[src/rtl/wb_write_port.sv]
// Writeback port merger: ALU results (no backpressure) and buffered load
// results share the register file's single write port. ALU writes win; loads
// drain from a small FIFO whenever the ALU is idle. A pending bitmap exposes
// live buffered load destinations so issue can stall on them.
module wb_write_port #(
    parameter int DWIDTH = 32,
    parameter int DEPTH  = 4
) (
    input  logic                     clk,
    input  logic                     rst,
    input  logic                     alu_valid,
    input  logic [4:0]               alu_rd,
    input  logic [DWIDTH-1:0]        alu_data,
    input  logic                     ld_valid,
    output logic                     ld_ready,
    input  logic [4:0]               ld_rd,
    input  logic [DWIDTH-1:0]        ld_data,
    output logic                     we,
    output logic [4:0]               rdst_id,
    output logic [DWIDTH-1:0]        rdst,
    output logic [31:0]              pend,
    output logic [$clog2(DEPTH):0]   buf_cnt
);

    localparam int AW = $clog2(DEPTH);

    // Pointers carry one extra wrap bit to tell full from empty.
    logic [AW:0]         wr_ptr_q, wr_ptr_d;
    logic [AW:0]         rd_ptr_q, rd_ptr_d;
    logic [AW-1:0]       wr_idx, rd_idx;

    logic [4:0]          ent_rd_q   [DEPTH];
    logic [DWIDTH-1:0]   ent_data_q [DEPTH];
    logic [DEPTH-1:0]    live_q, live_d;

    logic                we_q, we_d;
    logic [4:0]          rdst_id_q, rdst_id_d;
    logic [DWIDTH-1:0]   rdst_q, rdst_d;

    logic                empty, full;
    logic                alu_wr, push_hs, store, pop, same_rd;

    // Handshake and write-selection decode.
    always_comb begin
        wr_idx   = wr_ptr_q[AW-1:0];
        rd_idx   = rd_ptr_q[AW-1:0];
        empty    = (wr_ptr_q == rd_ptr_q);
        full     = (wr_ptr_q[AW] != rd_ptr_q[AW]) && (wr_idx == rd_idx);
        // A full buffer refuses a push even if it pops this cycle.
        ld_ready = !full && !rst;
        alu_wr   = alu_valid && (alu_rd != 5'd0);
        push_hs  = ld_valid && ld_ready;
        store    = push_hs && (ld_rd != 5'd0);
        pop      = !alu_wr && !empty;
        // ALU result is younger than a load pushed in the same cycle.
        same_rd  = alu_wr && (ld_rd == alu_rd);
    end

    // Next-state for pointers, liveness and the registered write port.
    always_comb begin
        // NOTE: every output of this block is given a default first so that
        // no path leaves a value unassigned and a latch cannot be inferred.
        live_d    = live_q;
        wr_ptr_d  = wr_ptr_q;
        rd_ptr_d  = rd_ptr_q;
        we_d      = 1'b0;
        rdst_id_d = rdst_id_q;
        rdst_d    = rdst_q;

        if (alu_wr) begin
            for (int i = 0; i < DEPTH; i++) begin
                if (ent_rd_q[i] == alu_rd) live_d[i] = 1'b0;
            end
            we_d      = 1'b1;
            rdst_id_d = alu_rd;
            rdst_d    = alu_data;
        end else if (pop) begin
            if (live_q[rd_idx]) begin
                we_d      = 1'b1;
                rdst_id_d = ent_rd_q[rd_idx];
                rdst_d    = ent_data_q[rd_idx];
            end
        end

        if (pop) begin
            live_d[rd_idx] = 1'b0;
            rd_ptr_d       = rd_ptr_q + (AW+1)'(1);
        end

        // Push and pop never share a slot: that needs full or empty.
        if (store) begin
            live_d[wr_idx] = !same_rd;
            wr_ptr_d       = wr_ptr_q + (AW+1)'(1);
        end
    end

    // Control state and output registers, cleared asynchronously.
    always_ff @(posedge clk or posedge rst) begin
        if (rst) begin
            wr_ptr_q  <= '0;
            rd_ptr_q  <= '0;
            live_q    <= '0;
            we_q      <= 1'b0;
            rdst_id_q <= '0;
            rdst_q    <= '0;
        end else begin
            // NOTE: sequential state uses non-blocking assignments so every
            // register samples the pre-edge values regardless of order.
            wr_ptr_q  <= wr_ptr_d;
            rd_ptr_q  <= rd_ptr_d;
            live_q    <= live_d;
            we_q      <= we_d;
            rdst_id_q <= rdst_id_d;
            rdst_q    <= rdst_d;
        end
    end

    // FIFO payload storage, written at the tail on a stored push.
    // NOTE: payload is not reset; live_q gates every use of it, so stale
    // contents are never observable and the array stays plain RAM.
    always_ff @(posedge clk) begin
        if (store) begin
            ent_rd_q[wr_idx]   <= ld_rd;
            ent_data_q[wr_idx] <= ld_data;
        end
    end

    // Pending bitmap: one-hot OR of live buffered destinations.
    always_comb begin
        pend = '0;
        for (int i = 0; i < DEPTH; i++) begin
            if (live_q[i]) pend[ent_rd_q[i]] = 1'b1;
        end
        pend[0] = 1'b0;
    end

    assign we      = we_q;
    assign rdst_id = rdst_id_q;
    assign rdst    = rdst_q;
    assign buf_cnt = wr_ptr_q - rd_ptr_q;

endmodule

[config.mk]
export PLATFORM = sky130hd
export DESIGN_NAME = wb_write_port
export DESIGN_NICKNAME = d
export VERILOG_FILES = /design/src/rtl/wb_write_port.sv
export SDC_FILE = /design/constraint.sdc
export NUM_CORES = 1
export LEC_CHECK = 0
export ABC_AREA = 1
export BUFFER_PORTS_ARGS = -buffer_cell sky130_fd_sc_hd__buf_2
export CAP_MARGIN = 15
export CELL_PAD_IN_SITES_DETAIL_PLACEMENT = 1
export CELL_PAD_IN_SITES_GLOBAL_PLACEMENT = 2
export CORE_MARGIN = 1.5
export CORE_UTILIZATION = 36
export DETAILED_ROUTE_END_ITERATION = 8
export PLACE_DENSITY = 0.86
export SLEW_MARGIN = 20
export SYNTH_ARGS = -nofsm -noshare
export SYNTH_HDL_FRONTEND = slang
export SYNTH_SLANG_ARGS = --single-unit
[constraint.sdc]
create_clock -name clk -period 3.9 [get_ports clk]
set_input_delay 1.17 -clock clk [delete_from_list [all_inputs] [get_ports clk]]
set_output_delay 1.17 -clock clk [all_outputs]
set_load 0.005 [all_outputs]
; ---- After elaboration in Yosys (flattened, before gate mapping)
; Memory sizes are Yosys's and may differ from the RTL's.
; Index checks and enable logic that the tools add are counted.
[totals]
ff_bits = 48
mem_bits_rw = 148
input_bits = 78
wordCells = 96
memories = 2
[op_classes]
add_sub_neg = 3
magnitude_cmp = 12
n_eq_ne = 8
muxes = 37
bitwise_logic = 5
n_reduce_logical = 23
[memory_table]
columns = memory, words, word_bits, rd, rd_clocked_by_memory_dff, wr, line_no
row1 = ent_data_q, 4, 32, 1, 0, 1, 33  ; logic [DWIDTH-1:0] ent_data_q [DEPTH];
row2 = ent_rd_q, 4, 5, 5, 0, 1, 32  ; logic [4:0] ent_rd_q [DEPTH];
[ops]
columns = op, n
row1 = 32-bit two-way mux, 7
row2 = 32-bit OR, 3
row3 = 5-bit == test, 5
row4 = "5-bit by 6-bit < comparator with 1-bit output, second input constant", 4
row5 = 1-bit demux with 5-bit select, 4
row6 = "5-bit by 1-bit >= comparator with 1-bit output, second input constant", 4
row7 = 1-bit two-way mux, 16
row8 = 5-bit two-way mux, 3
row9 = 1-bit logical AND, 13
row10 = 4-bit two-way mux, 3
row11 = 5-bit nonzero test, 2
row12 = "3-bit by 1-bit adder with 3-bit output, second input constant", 2
row13 = "2-bit by 3-bit < comparator with 1-bit output, second input constant", 2
row14 = 1-bit zero test, 5
row15 = 4-bit bitwise AND, 1
row16 = 4-bit bitwise mux, 1
row17 = 1-bit demux with 2-bit select, 2
row18 = "2-bit by 1-bit >= comparator with 1-bit output, second input constant", 2
row19 = 4-bit inverter, 1
row20 = 2-bit nonzero test, 2
row21 = 3-bit == test, 1
row22 = 3-bit subtractor, 1
row23 = 1-bit binary-select mux with 2-bit select, 1
row24 = 2-bit == test, 1
row25 = other kinds (2), 2

; ---- Longest topological paths before layout
; Gate-level depths: netlist of the first run.
; An unclocked memory read counts as a cell.
[logic_depth]
word_depth = 12
ltp_mapped = 13
depth_no_buf = 11

; ---- Worst setup path before layout of the first run
; No wires, ideal clock.
[synth_timing]
path_kind = input-to-reg
startpoint = input rst
endpoint = memory ent_data_q[3][0], enable pin
t_arrival_ns = 3.603
required_time_ns = 3.508
slack_ns = -0.095
cell_stages = 5
n_path_buf = 0
path_cell_list = inv_1 -> nand2_1 -> nor2_1 -> nand2_1 -> inv_1
[synth_between]
elab_chain_len = 6
[synth_rtl]
columns = element, line_no
row1 = "start, declared", 10  ; input logic rst,
row2 = 1-bit zero test (no source line), n/a
row3 = 1-bit logical AND, 50  ; ld_ready = !full && !rst;
row4 = 1-bit logical AND, 52  ; push_hs = ld_valid && ld_ready;
row5 = 1-bit logical AND, 53  ; store = push_hs && (ld_rd != 5'd0);
row6 = 1-bit two-way mux, 122  ; if (store) begin
row7 = 1-bit two-way mux (implied by the code), 124  ; ent_data_q[wr_idx] <= ld_data;
row8 = "end, declared", 33
; No other way between the ends.

==> results of run 1 <==
final cells by class:
type | count | area, um2 | area share [%]
Inverter | 45 | 175.2 | 1.569
Timing Repair Buffer | 161 | 883.3 | 7.911
Multi-Input combinational cell | 623 | 3416 | 30.59
Clock buffer | 19 | 452.9 | 4.056
Antenna cell | 1 | 2.502 | 0.02241
Clock inverter | 13 | 170.2 | 1.524
Tap cell | 335 | 419.2 | 3.754
Sequential cell | 196 | 5647 | 50.57
per-layer routing:
metal,vias to the layer above,wire (um),global-route usage (%)
li1,3494,-,-
met1,3657,12330,27.22
met2,214,13500,34.85
met3,27,1314,3.097
met4,2,313,5.560
met5,-,10,0
how the worst min path moves through the flow:
stage / start / endpoint / slack, ns / cells after the start
global placement: rdst_id[3] / rdst_id[3] / 0.46 / 2
finish: rdst_id[3] / rdst_id[3] / 0.47 / 2
global route: rdst_id[0] / rdst_id[0] / 0.50 / 2
CTS: rdst_id[1] / rdst_id[1] / 0.47 / 2
floorplan: rdst_id[0] / rdst_id[0] / 0.47 / 2
detailed placement: rdst_id[1] / rdst_id[1] / 0.46 / 2
logic make-up after synthesis:
logic type	count (synthesis)	share of synthesized area, %
other cells	1	0.03940
flops	196	59.32
buf+inv	94	4.786
simple gates	402	19.31
xor+xnor	21	1.933
fa+ha+maj	11	1.525
compound gates	188	13.08
sequential cells by signal (all words and copies together) (netlist names):
signal      count
rdst           32
ent_data_q    128
wr_ptr_q        3
rd_ptr_q        3
live_q          4
rdst_id         5
ent_rd_q       20
we              1
critical path, cell delays in order, from the launching register on:
cell and delay [ns]:
edfxtp_1 0.48, inv_1 0.11, nand3_1 0.33, o22a_1 0.33
o221ai_1 0.10, buf_2 0.17
power breakdown:
part           internal (W)  switching [W]  leakage [nW]
Sequential          0.00268       0.000236          1.92
Combinational      0.000816        0.00158          2.26
Clock               0.00100       0.000826         0.299
layout by cell type (no fill, tap or decap), types with 14 or more instances in the layout:
master	synthesis	routed
o221ai_1	30	30
o211ai_1	32	32
nand3_1	73	73
o21ai_0	78	78
nor2_1	111	111
a21oi_1	16	16
nand2_1	160	160
or2_2	22	22
dfrtp_1	48	47
inv_1	41	36
edfxtp_1	148	148
nand3_2	21	21
xnor2_1	14	14
clkbuf_16	0	17
buf_2	12	150
o22a_1	25	25
through the flow:
| stage | util, % | power, W | setup WS, ns |
|---|---|---|---|
| detailed placement | 40.56 | 0.005392 | 0.6549 |
| global route | 42.96 | 0.007633 | 0.6742 |
| finish | 42.97 | 0.007145 | 0.7848 |
| global placement | 40.56 | 0.005308 | 0.7121 |
| floorplan | - | 0.004496 | 0.4432 |
| CTS | 42.96 | 0.007229 | 0.8158 |
==> results.json, run 1 <==
{
  "rsz0062_at_grt": "false",
  "synth_top_cell_by_area": "edfxtp_1",
  "dpl.hpwl_um": 17940,
  "slew_headroom_pct": 35.67,
  "synth-edff-count": 148,
  "vias_per_cell": 5.308,
  "hold_class": "reg2reg",
  "clock-sinks": 196,
  "initial_utilization_pct": 36.62,
  "die_x_um": 165.6,
  "dp.cells": 1360,
  "synth_ff_type": "edfxtp_1",
  "drt_iter0_markers": 597,
  "synth_seq_cells": 196,
  "synth_top_area_share_pct": 46.70,
  "synth.area.top_cells": "edfxtp_1 47%, dfrtp_1 13%, nand2_1 6.3%",
  "outcome": "completed",
  "r2r.worst_path.cells": 11,
  "ctsResizeCount": 0,
  "io_pins": 152,
  "period_share_pct": 79.88,
  "end_kind": "primary output",
  "syn_inst": 913,
  "reg2reg_to": "ent_data_q[3][1]",
  "synth-warning-count": 0,
  "yosysMostFrequentCell": "nand2_1",
  "crit_path_end": "pend[5]",
  "wl_per_cell_um": 19.72,
  "tns_ns": 0,
  "cts_tree": "built",
  "rr_startpoint": "rd_ptr_q[1]",
  "max_freq_mhz": 321.0,
  "grt_overflow_total": 0,
  "cts-root-buf": "clkbuf_16",
  "grt_max_degree": 82,
  "setup_viol": 0,
  "cts_max_level": 4,
  "cts_max_path_buffers": 2,
  "syn-cell-area_um2": 9517,
  "yosys.cell_types.count": 36,
  "gp_congestion": 0.8676,
  "cts_hold_buf": 0,
  "antenna_left": 0,
  "crit_start": "ent_rd_q[0][1]",
  "cap_violations": 0,
  "row_count": 59,
  "grt_pass1_vias": 7621,
  "fin_crit_ns": 3.115,
  "die_h_um": 165.6,
  "vias": 7394,
  "critPathLaunchType": "flop",
  "clkTransAtPathRegs_ns": 0.07,
  "leakage_nw": 4.473,
  "instances_no_fill": 1393,
  "coreArea_um2": 25980,
  "n_fill_cell": 2947,
  "placed_area_um2": 10540,
  "grt_pass1_wl_um": 42610,
  "drtPass1Iterations": 5,
  "post-cts-setup-buffers": 0,
  "syn_area_per_cell_um2": 10.42,
  "num-nets-final": 1133,
  "drive_above_1_share_pct": 23.84,
  "critPathKind": "reg2out",
  "finalMaxSlewViolations": 0,
  "skew_ns": 0.01546,
  "yosysSeqAreaShare_pct": 59.32,
  "crit_fanout": 8,
  "wl_um": 27470,
  "fin_area_um2": 11170,
  "buffer_ports.inserted": 150,
  "power.density_nw_per_um2": 639.9,
  "grtUsageTotal_pct": 20.50,
  "arrival_ns": 1.95,
  "hold_viol": 0,
  "required_ns": 2.73,
  "tightest_slew_ns": 0.9649,
  "synthTopCellsByCount": "160 x nand2_1, 148 x edfxtp_1, 111 x nor2_1",
  "antenna_found_initial": 2,
  "synthToLayoutAreaGrowth_pct": 17.33,
  "clk_latency_ns": 0.44,
  "ir_drop_v": 0.0002965,
  "regToRegSetupSlack_ns": 1.23,
  "numCtsBuffers": 17,
  "async_flop_share_pct": 24.49,
  "synthesis.nets": 1002,
  "die_area_um2": 27420,
  "drc": 0,
  "hold_ws_ns": 0.4684
}
Note: power is estimated with default switching activity, not from simulation.
==> inputs of run 2 (changes only) <==
Clock period 3.9 ns to 3.15 ns, I/O delays scaled along.
==> run 2 against run 1 <==
  * Cell count rose by 0.36%
  * Clock power rose by 18%
  * Critical path type unchanged
  * Global-route usage rose by 0.24 points
  * First-iteration DRC count rose by 4.4%
  * Largest power group unchanged
  * Clock-buffer cell count fell by 1
  * Flip-flop and latch count did not move
  * Critical endpoint is now pend[30]
  * Wire length rose by 0.95%
  * Via count rose by 0.41%
  * Clock skew rose by 0.0062 ns
  * Critical path depth did not move
==> results.json, run 2 (synthesis gave the netlist of run 1 again) <==
{
  "placed_area_um2": 10640,
  "cts_hold_buf": 0,
  "final_cell_mix": "160 x nand2_1, 150 x buf_2, 148 x edfxtp_1, 111 x nor2_1, 78 x o21ai_0",
  "critPathKind": "reg2out",
  "io_pins": 152,
  "hold_viol": 0,
  "max_freq_mhz": 346.9,
  "numCtsBuffers": 17,
  "crit_buf_inv": 2,
  "die_h_um": 165.6,
  "antenna_found_initial": 2,
  "dr_wl_met3_um": 1148,
  "cts-root-buf": "clkbuf_16",
  "dpl.hpwl_um": 18640,
  "required_ns": 2.20,
  "end_kind": "primary output",
  "fin_area_um2": 11220,
  "buffer_ports.inserted": 150,
  "num-nets-final": 1139,
  "cp_top_family": "flip-flops",
  "grt_pass1_vias": 7634,
  "antenna_left": 0,
  "cp_cell_sequence": "inv_1, nand3_1, o22a_1, o221ai_1, buf_2",
  "drive_above_1_share_pct": 24.18,
  "post-cts-setup-buffers": 0,
  "cp_slowest_cell": "edfxtp_1",
  "initial_utilization_pct": 36.62,
  "tightest_slew_ns": 0.9452,
  "period_share_pct": 91.52,
  "rsz0062_at_grt": "false",
  "ctsResizeCount": 0,
  "vias": 7424,
  "layout_commonest_cell": "nand2_1",
  "largest_reg_flops": 128,
  "cap_violations": 0,
  "grt_max_degree": 82,
  "wl_met2_um": 13850,
  "clkTransAtPathRegs_ns": 0.07,
  "outcome": "completed",
  "tns_ns": 0,
  "critPathLaunchType": "flop",
  "seqCellArea_um2": 5647,
  "grtUsageTotal_pct": 20.75,
  "routed.top_layer": "met5",
  "max_stage_delay_ns": 0.49,
  "finalMaxSlewViolations": 0,
  "ir_drop_v": 0.0004277,
  "wl_per_cell_um": 19.83,
  "drt_iter0_markers": 623,
  "cts_max_path_buffers": 2,
  "gp_congestion": 0.9040,
  "cts_tree": "built",
  "die_area_um2": 27420,
  "drc": 0,
  "grt_pass1_wl_um": 43130,
  "grt_overflow_total": 0,
  "n_fill_cell": 2949,
  "total_power_w": 0.008811,
  "clock-sinks": 196,
  "top_register": "ent_data_q",
  "coreArea_um2": 25980,
  "power.density_nw_per_um2": 785.6,
  "hold_class": "reg2reg",
  "drtPass1Iterations": 5,
  "row_count": 59,
  "fin_crit_ns": 2.883,
  "setup_viol": 0,
  "synthToLayoutAreaGrowth_pct": 17.85,
  "slew_headroom_pct": 36.99,
  "vias_per_cell": 5.310,
  "clk_latency_ns": 0.44,
  "multi_input_area_um2": 3416,
  "cts_max_level": 4,
  "wl_um": 27730,
  "leakage_nw": 4.469,
  "arrival_ns": 1.94,
  "crit_fanout": 8,
  "routedLengthMet1_um": 12280,
  "die_x_um": 165.6,
  "n_antenna_cell": 0,
  "skew_ns": 0.02165
}
==> run 2: cell types whose count changed in the layout (fill, tap and decap cells not counted) <==
cell        previous run  this run
buf_12                 4         7
buf_4                  7        10
bufinv_16              2         1
clkbuf_8               2         1
clkinv_1               0         1
clkinv_2               1         2
clkinv_4               3         1
clkinv_8               2         0
clkinvlp_4             3         7
diode_2                1         0
inv_2                  7         3
inv_6                  1         3
inv_8                  2         4
==> run 2: final cells by class <==
cell class / count / share of cell area, %
clock inverter: 14 / 1.238
sequential: 196 / 50.35
timing repair buffer: 167 / 8.612
tap: 335 / 3.737
inverter: 45 / 1.696
clock buffer: 18 / 3.916
multi-input combinational: 623 / 30.46
==> run 2: metal layers <==
metal / global-route usage (%) / vias up
li1: - / 3506
met1: 27.15 / 3666
met2: 35.80 / 212
met3: 2.972 / 36
met4: 5.682 / 4
met5: 0 / -
==> run 2: path summary, 6_finish.rpt <==
| path | cells after the start | end | start | slack [ns] |
|---|---|---|---|---|
| max | 5 | pend[30] | ent_rd_q[0][0] | 0.27 |
| min | 2 | rdst_id[1] | rdst_id[1] | 0.47 |
| max reg2reg | 9 | rdst[15] | rd_ptr_q[0] | 0.52 |
| min reg2reg | 2 | rdst_id[1] | rdst_id[1] | 0.47 |
| max in group asynchronous | 3 | rd_ptr_q[0] | rst | 1.83 |
| min in group asynchronous | 3 | rdst_id[1] | rst | 0.82 |
==> run 2: report_power, final <==
part / switching, W / internal (W)
Clock: 0.00103 / 0.00114
Combinational: 0.00200 / 0.00104
Sequential: 0.000280 / 0.00332
==> run 2: through the flow <==
stage	util, %	setup slack, ns	cells	hold slack [ns]
floorplan	-	0.05625	913	0.4654
global placement	40.94	0.4084	1366	0.4494
detailed placement	40.94	0.3988	1366	0.4568
CTS	43.16	0.2195	1398	0.4743
global route	43.16	0.1452	1398	0.5022
finish	43.16	0.2670	1398	0.4674
==> run 2: worst min-delay path: stages, from the launching register on <==
cell and delay, ns:
dfrtp_1 0.34, nand2_1 0.05, nand2_1 0.05
==> inputs of run 3 (changes only) <==
Settings changed: PLACE_DENSITY 0.86 to default, PLACE_DENSITY_LB_ADDON from default to 0.25, SLEW_MARGIN 20 to 10.
==> run 3 against run 2 <==
  * Clock skew is 0.0053 ns lower
  * Sequential share of layout area is 0.068 points higher
  * Register-to-register slack improved by 0.11 ns
  * Largest power group unchanged
  * Core utilization fell by 0.058 points
  * Via count decreased by 0.43%
  * Total power is 0.51% higher
  * Worst setup slack worse by 0.11 ns
  * Clock-buffer cell count stayed put
  * First-iteration DRC count is 5.8% higher
  * Largest cell class unchanged
  * Highest routed layer is now met4
==> results.json, run 3 (synthesis gave the netlist of run 1 again) <==
{
  "outcome": "completed",
  "postLayoutCoreUtil_pct": 43.10,
  "clkTransAtPathRegs_ns": 0.08,
  "drc": 0,
  "drtPass1Iterations": 5,
  "num-nets-final": 1138,
  "clock-sinks": 196,
  "antenna_found_initial": 1,
  "leakage_nw": 4.463,
  "max_freq_mhz": 334.0,
  "row_count": 59,
  "rsz0062_at_grt": "false",
  "grt_max_degree": 73,
  "buffer_ports.inserted": 150,
  "largest_reg_flops": 128,
  "layout_commonest_cell": "nand2_1",
  "period_share_pct": 95.05,
  "max_stage_delay_ns": 0.47,
  "wl_um": 28160,
  "dpl.hpwl_um": 18870,
  "hold_class": "reg2reg",
  "die_h_um": 165.6,
  "n_fill_cell": 2954,
  "power_frac_clock_pct": 25.2,
  "fin_crit_ns": 2.994,
  "clk_latency_ns": 0.44,
  "cp_top_family": "flip-flops",
  "power_switching_w": 0.003345,
  "dr_wl_met3_um": 1210,
  "hold_ws_ns": 0.4781,
  "critPathLaunchType": "flop",
  "numCtsBuffers": 17,
  "seqPwrFrac_pct": 40.9,
  "cp_cell_sequence": "inv_1, nand3_1, o22ai_1, nor2_1, o21ai_0, buf_2",
  "cts-root-buf": "clkbuf_16",
  "grt_pass1_vias": 7535,
  "ctsResizeCount": 0,
  "grtUsageTotal_pct": 21.29,
  "power_frac_comb_pct": 33.9,
  "cts_hold_buf": 0,
  "cp_slowest_cell": "edfxtp_1",
  "hold_viol": 0,
  "die_area_um2": 27420,
  "synthToLayoutAreaGrowth_pct": 17.70,
  "grt_pass1_wl_um": 43910,
  "crit_fanout": 8,
  "ir_drop_v": 0.0004515,
  "tightest_slew_ns": 0.8621,
  "required_ns": 2.20,
  "arrival_ns": 2.05,
  "die_x_um": 165.6,
  "finalWorstSetupSlack_ns": 0.1559,
  "antenna_left": 0,
  "io_pins": 152,
  "tns_ns": 0,
  "crit_buf_inv": 2,
  "drive_above_1_share_pct": 24.20,
  "finalMaxSlewViolations": 0,
  "initial_utilization_pct": 36.62,
  "vias_per_cell": 5.288,
  "routedLengthMet1_um": 13090,
  "critPathKind": "reg2out",
  "power.density_nw_per_um2": 790.7,
  "slew_headroom_pct": 42.44,
  "cts_max_path_buffers": 2,
  "netSwitchingFraction_pct": 37.78,
  "internal_power_w": 0.005510,
  "cts_tree": "built",
  "routed.top_layer": "met4",
  "post-place-ws_ns": 0.3915,
  "grt_overflow_total": 0,
  "wl_met2_um": 13540,
  "setup_viol": 0,
  "cap_violations": 0,
  "vias": 7392,
  "gp_congestion": 0.8581,
  "top_register": "ent_data_q",
  "final_cell_mix": "160 x nand2_1, 150 x buf_2, 148 x edfxtp_1, 111 x nor2_1, 78 x o21ai_0",
  "end_kind": "primary output",
  "cts_max_level": 4,
  "wl_per_cell_um": 20.14,
  "skew_ns": 0.01638,
  "drt_iter0_markers": 659,
  "coreArea_um2": 25980,
  "post-cts-setup-buffers": 0
}
-- run 3: power by group through the flow --
stage | registers [W] | clock network, W | logic (W)
3_5_place_dp | 0.00368 | 0 | 0.00307
4_1_cts | 0.00363 | 0.00227 | 0.00309
6_report | 0.00362 | 0.00223 | 0.00300
2_1_floorplan | 0.00362 | 0 | 0.00195
5_1_grt | 0.00369 | 0.00236 | 0.00343
3_3_place_gp | 0.00367 | 0 | 0.00302
-- run 3: final cells by class --
class | instances | area (um2) | share of cell area (%)
tap | 335 | 419.2 | 3.742
antenna | 1 | 2.502 | 0.02234
multi-input combinational | 623 | 3416 | 30.50
inverter | 45 | 190.2 | 1.698
sequential | 196 | 5647 | 50.41
clock inverter | 14 | 166.4 | 1.486
clock buffer | 18 | 439.2 | 3.921
timing repair buffer | 166 | 920.9 | 8.222
-- run 3: per-stage QoR --
step,power [W],cells,cell area (um2)
after floorplan,0.005571,913,9535
after global placement,0.006691,1365,10590
after detailed placement,0.006752,1365,10590
after CTS,0.008990,1397,11200
after global routing,0.009479,1397,11200
final,0.008856,1398,11200
-- run 3: metal layers --
layer	track usage, %	vias up
met1	29.26	3650
met3	3.022	27
li1	-	3507
met5	0	-
met4	6.047	0
met2	35.04	208
-- run 3: worst reg2reg max path, delay by kind of cell, from the launching register on --
kind,cells,cell delay (ns)
buffers and inverters,4,0.68
adders and majority gates,1,0.33
and+or+nand+nor,5,0.79
DFF,1,0.42
-- run 3: worst paths after layout --
| kind | start | to | slack (ns) | cells after the start |
|---|---|---|---|---|
| max | ent_rd_q[1][0] | pend[26] | 0.16 | 6 |
| min | rdst[22] | rdst[22] | 0.48 | 2 |
| max reg2reg | wr_ptr_q[0] | ent_data_q[2][16] | 0.63 | 10 |
| min reg2reg | rdst[22] | rdst[22] | 0.48 | 2 |
| max in group asynchronous | rst | rd_ptr_q[0] | 1.79 | 3 |
| min in group asynchronous | rst | rdst[25] | 0.83 | 3 |
